===== src/rtl/fizzbuzz_sequencer.sv =====
// FizzBuzz line sequencer: clears the BCD counter each frame, presents one descriptor per text row,
// and steps the counter after each acknowledged line. Define FIZZBUZZ_SCROLL_EN to enable per-frame scrolling.
module fizzbuzz_sequencer #(
  parameter int ROWS          = 30,
  parameter int LIMIT         = 100,
  parameter int SCROLL_FRAMES = 60
) (
  input  logic       clk,
  input  logic       rst,
  input  logic       frame_start,
  input  logic       row_start,
  input  logic       line_ack,
  output logic       bcd_rst,
  output logic       bcd_increment,
  output logic       line_valid,
  output logic [1:0] line_class,
  output logic [5:0] line_index,
  output logic       done
);

  if (ROWS < 1 || ROWS > 63) begin : g_bad_rows
    $error("fizzbuzz_sequencer: ROWS must be 1..63");
  end
  if (LIMIT < 1 || LIMIT > 999) begin : g_bad_limit
    $error("fizzbuzz_sequencer: LIMIT must be 1..999");
  end
  if (SCROLL_FRAMES < 1) begin : g_bad_scroll
    $error("fizzbuzz_sequencer: SCROLL_FRAMES must be >= 1");
  end

  localparam logic [9:0] LIMIT_V  = 10'(LIMIT);
  localparam logic [5:0] ROW_LAST = 6'(ROWS - 1);

  typedef enum logic [2:0] {
    S_IDLE,
    S_CLEAR,
    S_PRELOAD,
    S_WAIT_ROW,
    S_PRESENT,
    S_ADVANCE,
    S_DONE
  } state_e;

  state_e     state_q, state_d;
  logic [9:0] value_q, value_d;
  logic [1:0] m3_q, m3_d;
  logic [2:0] m5_q, m5_d;
  logic [5:0] row_q, row_d;

  // Residues are tracked incrementally so no divider is needed for the class decode.
  logic [9:0] value_inc;
  logic [1:0] m3_inc;
  logic [2:0] m5_inc;
  logic       last_line;

  assign value_inc = value_q + 10'd1;
  assign m3_inc    = (m3_q == 2'd2) ? 2'd0 : m3_q + 2'd1;
  assign m5_inc    = (m5_q == 3'd4) ? 3'd0 : m5_q + 3'd1;
  assign last_line = (row_q == ROW_LAST) || (value_q == LIMIT_V);

`ifdef FIZZBUZZ_SCROLL_EN
  localparam int         FCW         = (SCROLL_FRAMES > 1) ? $clog2(SCROLL_FRAMES) : 1;
  localparam logic [9:0] OFFSET_LAST = 10'(LIMIT - 1);

  logic [FCW-1:0] frame_cnt_q, frame_cnt_d;
  logic [9:0]     offset_q, offset_d;
  logic [9:0]     preload_q, preload_d;

  // Offset moves on the same edge that enters CLEAR, so the new value applies to this frame.
  always_comb begin
    frame_cnt_d = frame_cnt_q;
    offset_d    = offset_q;
    if (frame_start) begin
      if (frame_cnt_q == FCW'(SCROLL_FRAMES - 1)) begin
        frame_cnt_d = '0;
        offset_d    = (offset_q == OFFSET_LAST) ? 10'd0 : offset_q + 10'd1;
      end else begin
        frame_cnt_d = frame_cnt_q + FCW'(1);
      end
    end
  end

  always_ff @(posedge clk) begin
    if (rst) begin
      frame_cnt_q <= '0;
      offset_q    <= '0;
      preload_q   <= '0;
    end else begin
      frame_cnt_q <= frame_cnt_d;
      offset_q    <= offset_d;
      preload_q   <= preload_d;
    end
  end
`endif

  always_comb begin
    state_d       = state_q;
    value_d       = value_q;
    m3_d          = m3_q;
    m5_d          = m5_q;
    row_d         = row_q;
    bcd_rst       = 1'b0;
    bcd_increment = 1'b0;
    line_valid    = 1'b0;
    line_class    = 2'd0;
    line_index    = 6'd0;
    done          = 1'b0;
`ifdef FIZZBUZZ_SCROLL_EN
    preload_d     = preload_q;
`endif

    case (state_q)
      S_IDLE: ;
      S_CLEAR: begin
        bcd_rst = 1'b1;
        value_d = 10'd1;
        m3_d    = 2'd1;
        m5_d    = 3'd1;
        row_d   = 6'd0;
`ifdef FIZZBUZZ_SCROLL_EN
        preload_d = offset_q;
        state_d   = (offset_q != 10'd0) ? S_PRELOAD : S_WAIT_ROW;
`else
        state_d = S_WAIT_ROW;
`endif
      end
      S_PRELOAD: begin
`ifdef FIZZBUZZ_SCROLL_EN
        bcd_increment = 1'b1;
        value_d       = value_inc;
        m3_d          = m3_inc;
        m5_d          = m5_inc;
        preload_d     = preload_q - 10'd1;
        if (preload_q == 10'd1) state_d = S_WAIT_ROW;
`else
        state_d = S_WAIT_ROW;
`endif
      end
      S_WAIT_ROW: begin
        if (row_start) state_d = S_PRESENT;
      end
      S_PRESENT: begin
        line_valid = 1'b1;
        line_index = row_q;
        if (m3_q == 2'd0 && m5_q == 3'd0) line_class = 2'd3;
        else if (m3_q == 2'd0)            line_class = 2'd1;
        else if (m5_q == 3'd0)            line_class = 2'd2;
        if (line_ack) state_d = last_line ? S_DONE : S_ADVANCE;
      end
      S_ADVANCE: begin
        bcd_increment = 1'b1;
        value_d       = value_inc;
        m3_d          = m3_inc;
        m5_d          = m5_inc;
        row_d         = row_q + 6'd1;
        state_d       = S_WAIT_ROW;
      end
      S_DONE: done = 1'b1;
      default: state_d = S_IDLE;
    endcase

    // A new frame aborts whatever is in flight.
    if (frame_start) state_d = S_CLEAR;
  end

  always_ff @(posedge clk) begin
    if (rst) begin
      state_q <= S_IDLE;
      value_q <= 10'd1;
      m3_q    <= 2'd1;
      m5_q    <= 3'd1;
      row_q   <= 6'd0;
    end else begin
      state_q <= state_d;
      value_q <= value_d;
      m3_q    <= m3_d;
      m5_q    <= m5_d;
      row_q   <= row_d;
    end
  end

endmodule


===== config.mk =====
export PLATFORM = sky130hd
export DESIGN_NAME = fizzbuzz_sequencer
export DESIGN_NICKNAME = d
export VERILOG_FILES = /design/src/rtl/fizzbuzz_sequencer.sv
export SDC_FILE = /design/constraint.sdc
export NUM_CORES = 1
export LEC_CHECK = 0
export ABC_AREA = 1
export CAP_MARGIN = 20
export CORE_MARGIN = 2
export CORE_UTILIZATION = 40
export CTS_BUF_LIST = sky130_fd_sc_hd__clkbuf_4
export DETAILED_ROUTE_END_ITERATION = 8
export PLACE_DENSITY = 0.62
export SETUP_SLACK_MARGIN = 0.15
export SYNTH_ARGS = -nofsm -noshare
export SYNTH_HDL_FRONTEND = slang
export SYNTH_SLANG_ARGS = --single-unit

===== constraint.sdc =====
create_clock -name clk -period 1.3 [get_ports clk]
set_input_delay 0.26 -clock clk [delete_from_list [all_inputs] [get_ports clk]]
set_output_delay 0.26 -clock clk [all_outputs]
set_load 0.03 [all_outputs]

==> metrics.md, run 1 <==
| Metric | Value |
|---|---|
| Status | `finished with violations` |
| Failing checks | `negative setup slack` |
| Critical path startpoint category | `flip-flop` |
| Core Region | `3080 µm²` |
| Drt pass-1 iters | `4` |
| Layout net count | `254` |
| Synth Flop Type | `dfxtp_1` |
| Root Driver | `clkbuf_4` |
| Met2 wire length | `2400 µm` |
| Static leakage | `~0.93 nW` |
| Worst-margin pin slew | `roughly 0.35 ns` |
| Diode count | `0` |
| Data required, critical path | `1.04 ns` |
| Syn nets | `approximately 200` |
| Slew Viols, Final | `0` |
| IO Count | `17` |
| Detailed-routing wirelength on met1 | `1760 µm` |
| Global Route Usage Sum | `~22%` |
| Htree depth | `1` |
| FMAX | `~620 MHz` |
| Worst path max stage delay | `~0.39 ns` |
| Fin. Hold Viols | `0` |
| Clk_lat worst skew | `0.33 ns` |
| Clk_skew | `roughly 0.018 ns` |
| Synth-to-Final Area Change | `80.5%` |
| Layout cells sized above 1 | `54.5%` |
| Multi-input logic area | `approximately 1000 µm²` |
| Tot Pwr | `between 0.0015 and 0.002 W` |
| Sequential fraction of the synthesis area | `roughly 37%` |
| WL met3 | `roughly 300 µm` |
| Clock slew at reported path FFs | `~0.15 ns` |
| Initial antenna violation count | `0` |
| Largest net degree at the start of global routing | `15` |
| Max VDD drop | `about 0.0011 V` |
| DRC Markers | `0` |
| Global-route wire length before repair | `6130 µm` |
| Largest delay share family, worst path | `flip-flops` |
| Seq cells post-synth | `24` |
| Top Layer Used | `met4` |
| Mean Syn Cell Area | `about 7 µm²` |
| GP Congestion | `0.862` |
| Clock Tree Buf Depth | `2` |
| Period utilisation layout | `124%` |
| Final Critical Period | `~1.6 ns` |
| Via count | `between 1000 and 1500` |
| Die H | `61.3 µm` |
| Total Wirelength | `4570 µm` |
| Pwr/cell area | `677 nW/µm²` |
| Drt wl/cell | `16.0 µm` |
| Synthesized area | `~1300 µm²` |
| Crit path cell chain | `nor2_4, buf_6, nand2_8, nor2_4, buf_6` |
| Die area | `3760 µm²` |
| Hold slack | `0.477 ns` |
| Fill count | `between 200 and 250` |
| Antenna Nets Post-Route | `0` |
| Tightest Hold Check Type | `flip-flop to flip-flop` |
| Placed Cells incl. Taps | `250` |
| Critical Path AT | `roughly 1.4 ns` |
| Clock sinks | `24` |
| Crit path kind | `flip-flop to output pin` |
| Synth cell types | `34` |
| DP Worst Slack | `-0.0493 ns` |
| Initial Utilization | `42.7%` |
| HPWL after DPL | `about 2400 µm` |
| RSZ-0062 raised after global routing | `true` |
| Via density | `approximately 5.2` |
| Site row count | `20` |
| Max_slew headroom | `~76%` |
| Worst setup EP type | `output pin` |
| Ys Warns | `0` |
| Max Cap Violations | `0` |
| Port Buffer Count | `16` |
| Number of DRC markers in iteration 0 | `74` |
| CP max FO | `4` |
| Num CTS Buffers | `3` |
| CTS tree | `done` |
| Vias in the first global route | `about 1300` |
| WP buf/inv | `2` |
| Setup ws final | `-0.309 ns` |
| Number of synthesized flops with an enable pin | `0` |
| Total grt overflow | `0` |
| Crit-path slowest cell | `dfxtp_4` |
| FF/Latch Area | `between 500 and 600 µm²` |
| Final std cells w/o fill | `around 290` |
| Setup-failing EPs final | `35` |
| Die Wd | `approximately 61 µm` |
| FFs w/ async S/R, synth | `0%` |
| Setup TNS | `-6.44 ns` |
| Cells after Synth | `approximately 180` |
## layout by cell type (no fill, tap or decap), types with 4 or more instances in the layout
master	instances
a21oi_1	10
a21oi_2	6
buf_4	18
buf_6	30
clkdlybuf4s50_1	4
dfxtp_1	18
dfxtp_4	5
ha_1	5
inv_1	22
inv_2	4
nand2_1	23
nand2_4	9
nand3_1	6
nand3_2	4
nor2_1	9
nor2_2	5
nor2_4	13
o21ai_1	5
o21ai_2	5
## flip-flops by register name (all words and copies together), names as in the netlist
register,cells
m3_q,2
row_q,6
state_q,3
value_q,10
m5_q,3
## synthesized netlist by cell type (2+ instances only)
| library cell | n | area share [%] |
|---|---|---|
| inv_2 | 3 | 0.86 |
| nor2_1 | 22 | 6.3 |
| nor2_2 | 4 | 1.9 |
| o21ai_0 | 9 | 3.4 |
| ha_1 | 6 | 5.7 |
| inv_1 | 26 | 7.4 |
| a21oi_1 | 15 | 5.7 |
| nand4_1 | 3 | 1.4 |
| a221oi_2 | 2 | 2.3 |
| nand2_2 | 2 | 0.95 |
| nand2_1 | 34 | 9.7 |
| nand3_1 | 9 | 3.4 |
| nor3_1 | 3 | 1.1 |
| dfxtp_1 | 24 | 37 |
| o21ai_1 | 3 | 1.1 |
## report_power, final
group / internal, W / leakage [nW] / total (W) / switching, W
Clock: 0.000312 / 0.0279 / 0.000553 / 0.000241
Combinational: 0.000144 / 0.703 / 0.000302 / 0.000158
Sequential: 0.000738 / 0.196 / 0.000752 / 0.0000146
## final timing paths
path,from,to,slack (ns),cells past startpoint
worst max-delay path,state_q[0],line_index[4],-0.31,5
worst min-delay path,value_q[9],value_q[9],0.48,1
worst max register to register,state_q[0],value_q[8],-0.26,10
worst min register to register,value_q[9],value_q[9],0.48,1
## worst reg2reg max path, cell delays in order (launching register included)
cell and delay, ns:
dfxtp_4 0.41, inv_4 0.05, nor2_4 0.15, buf_6 0.12, buf_6 0.09, buf_6 0.08, buf_6 0.09, buf_6 0.10
nand4_1 0.12, o21ai_1 0.21, a21oi_1 0.06
## metal layers
metal	GRT usage (%)	vias up
met4	4.26	0
met5	0	-
met3	5.04	12
li1	-	721
met2	38.9	67
met1	27.9	680
## per-stage QoR
step	area [µm²]	util (%)
after floorplan	1440	-
after global placement	1670	54.1
after detailed placement	1670	54.1
after CTS	2100	68.2
after global routing	2370	77.1
final	2370	77.1
## cell type report
| class | count | share of cell area (%) |
|---|---|---|
| repair buffers | 56 | 24.4 |
| clock buffers | 3 | 0.949 |
| multi-input cells | 128 | 44.1 |
| inverters | 30 | 5.90 |
| clock inverters | 1 | 1.27 |
| flip-flops and latches | 24 | 21.1 |
| well taps | 44 | 2.32 |
## kinds of logic (layout without fill, tap and decap cells)
group / Yosys count / count (layout) / synth area share (%)
AOI/OAI and AO/OA: 39 / 39 / 19.3
adders and majority gates: 6 / 6 / 5.71
DFF: 24 / 24 / 36.5
and+or+nand+nor: 82 / 83 / 28.3
buffers and inverters: 33 / 90 / 10.2
## what timing repair did
item,in CTS,in global routing
hold endpoints to repair,0,0
pin swaps,11,21
hold buffers,0,0
gates resized for setup,60,46
gates cloned,1,0
buffers inserted,20,11
endpoints found under the setup margin,33,36
No activity file was read; power rests on OpenSTA's default activity.
==> run 2, diff against run 1 <==
- SETUP_SLACK_MARGIN: 0.15 -> default
- SKIP_CTS_REPAIR_TIMING: default -> 1
==> metrics.md, run 2 (synthesis results as in run 1) <==
| Metric | Value |
|---|---|
| Data required, critical path | `1.04 ns (about the same)` |
| Fin. Hold Viols | `0 (unchanged)` |
| Total grt overflow | `0 (unchanged)` |
| Total Wirelength | `3620 µm (-21%)` |
| Final core utilization | `64.5% (-13 points)` |
| WL met3 | `108 µm (-64%)` |
| DP Worst Slack | `-0.0923 ns (-0.0429 ns)` |
| Number of DRC markers in iteration 0 | `52 (-30%)` |
| Initial Utilization | `42.7% (unchanged)` |
| Worst-margin pin slew | `0.255 ns (-0.0983 ns)` |
| Most frequent cells in the layout | `buf_4, nand2_1, inv_1` |
| R2R depth | `8 (-2)` |
| Synth-to-Final Area Change | `51.0%` |
| Clock slew at reported path FFs | `0.13 ns (-0.02 ns)` |
| Global Route Usage Sum | `18.6% (-3.5 points)` |
| Biggest regs | `value_q: 10 flops, row_q: 6 flops` |
| Clock sinks | `24 (unchanged)` |
| Via density | `4.85 (-6.3%)` |
| Drt pass-1 iters | `4 (unchanged)` |
| Largest net degree at the start of global routing | `14 (-1)` |
| Slew Viols, Final | `0 (unchanged)` |
| Layout net count | `246 (-3.1%)` |
| Commonest non-fill, non-tap cell in the layout | `buf_4` |
| Port Buffer Count | `16 (unchanged)` |
| DRC Markers | `0 (unchanged)` |
| CTS tree | `done` |
| Sw Pwr | `0.000359 W (-13%)` |
| Layout cells sized above 1 | `43.2% (-11 points)` |
| Met2 wire length | `1840 µm (-23%)` |
| Num CTS Buffers | `3 (unchanged)` |
| Crit path cell chain | `nor2_4, buf_4, nand2_4, nor2_1, buf_4` |
| Top Layer Used | `met4` |
| Initial antenna violation count | `0 (unchanged)` |
| P_int | `0.000945 W (-21%)` |
| Critical path startpoint category | `flip-flop` |
| Crit path launch | `state_q[0]` |
| FMAX | `628 MHz (+1.1%)` |
| Setup ws final | `-0.292 ns (+0.0176 ns)` |
| Placed Cells incl. Taps | `262 (+4.8%)` |
| Global-route wire length before repair | `5130 µm (-16%)` |
| Htree depth | `1 (unchanged)` |
| Setup-failing EPs final | `17 (-51%)` |
| Sequential fraction of design power | `57.6% (+11 points)` |
| Worst R2R End | `value_q[9]` |
| IO Count | `17 (unchanged)` |
| GP Congestion | `0.855 (-0.86%)` |
| Antenna Nets Post-Route | `0 (unchanged)` |
| Vias in the first global route | `1155 (-14%)` |
| Detailed-routing wirelength on met1 | `1540 µm (-12%)` |
| Diode count | `0 (unchanged)` |
| Crit path kind | `flip-flop to output pin` |
| Setup crit end | `line_index[1]` |
| Reg2reg setup slack | `-0.02 ns (+0.24 ns)` |
| Worst setup EP type | `output pin` |
| Via count | `1348 (-8.9%)` |
| Pwr/cell area | `657 nW/µm² (-3.0%)` |
| Max Cap Violations | `0 (unchanged)` |
| Tightest Hold Check Type | `flip-flop to flip-flop` |
| Worst path max stage delay | `0.37 ns (-0.02 ns)` |
| Failing checks | `negative setup slack` |
| Cell mode on critical path | `buf_4` |
| HPWL after DPL | `2500 µm (+5.4%)` |
| Max_slew headroom | `83.0% (+6.8 points)` |
| Die H | `61.3 µm (unchanged)` |
| Clock Tree Buf Depth | `2 (unchanged)` |
| Final Critical Period | `1.59 ns (-0.0176 ns)` |
| Placed Area | `1660 µm² (-0.60%)` |
| Site row count | `20 (unchanged)` |
| Clock share of power | `26.4% (-8.0 points)` |
| Largest register by flop count | `value_q` |
| Clk_lat worst skew | `0.32 ns (about the same)` |
| Combinational power share | `16.0% (-2.8 points)` |
| Max VDD drop | `0.000643 V (-43%)` |
| Core Region | `3080 µm² (unchanged)` |
| Fin area | `1990 µm² (-16%)` |
| Period utilisation layout | `122% (-1.4 points)` |
| Root Driver | `clkbuf_4` |
| Static leakage | `0.779 nW (-16%)` |
| Max reg flops | `10 (unchanged)` |
| Die area | `3760 µm² (unchanged)` |
| Critical Path AT | `1.33 ns (-0.02 ns)` |
| Clk_skew | `0.00275 ns (-0.0148 ns)` |
| Switching share of power | `27.5% (+1.8 points)` |
| Setup TNS | `-2.89 ns (+3.55 ns)` |
| Critical R2R Launch | `state_q[0]` |
| Die Wd | `61.3 µm (unchanged)` |
| CP max FO | `4 (unchanged)` |
| Status | `finished with violations` |
| RSZ-0062 raised after global routing | `true` |
| Drt wl/cell | `13.0 µm (-18%)` |
| Crit-path slowest cell | `dfxtp_2` |
| Final std cells w/o fill | `278 (-2.8%)` |
==> run 2: cell count changes in the layout (fill, tap and decap cells not counted), sizes merged <==
cell    delta
buf        -8
clkinv     -1
inv        +2
bufinv     -1
==> run 2: routing by layer <==
metal,GRT usage (%),vias to the layer above
li1,-,698
met1,22.9,611
met2,31.9,26
met3,4.62,13
met4,6.38,0
met5,0,-
==> run 2: metrics by stage <==
step | hold WS (ns) | total power (W)
CTS | 0.466 | 0.00126
detailed placement | 0.446 | 0.000921
global route | 0.492 | 0.00136
global placement | 0.447 | 0.000918
floorplan | 0.392 | 0.000852
finish | 0.472 | 0.00130
==> run 2: how the worst min path moves through the flow <==
stage                from         end  slack [ns]  depth (start not counted)
6_report       value_q[9]  value_q[9]        0.47                          1
5_1_grt        value_q[9]  value_q[9]        0.49                          1
4_1_cts        value_q[9]  value_q[9]        0.47                          1
3_5_place_dp   value_q[9]  value_q[9]        0.45                          1
3_3_place_gp   value_q[9]  value_q[9]        0.45                          1
2_1_floorplan         rst     m3_q[0]        0.39                          2
==> run 2: power groups by stage <==
stage / combinational, W / sequential, W / clock (W)
detailed placement: 0.000153 / 0.000767 / 0
global route: 0.000223 / 0.000753 / 0.000383
global placement: 0.000151 / 0.000767 / 0
floorplan: 0.0000844 / 0.000768 / 0
finish: 0.000209 / 0.000751 / 0.000345
CTS: 0.000154 / 0.000751 / 0.000359
==> run 2: layout make-up <==
class / instances / area [µm²]
Clock buffer: 3 / 22.5
Timing Repair Buffer: 48 / 412
Inverter: 30 / 123
Fill cell: 270 / 1090
Tap cell: 44 / 55.1
Sequential cell: 24 / 498
Multi-Input combinational cell: 128 / 872
Clock inverter: 1 / 3.75
==> run 2: critical path, delay by kind of cell, from the launching register on <==
family / cells / cell delay [ns]
buffers and inverters: 2 / 0.31
DFF: 1 / 0.37
and+or+nand+nor: 3 / 0.33
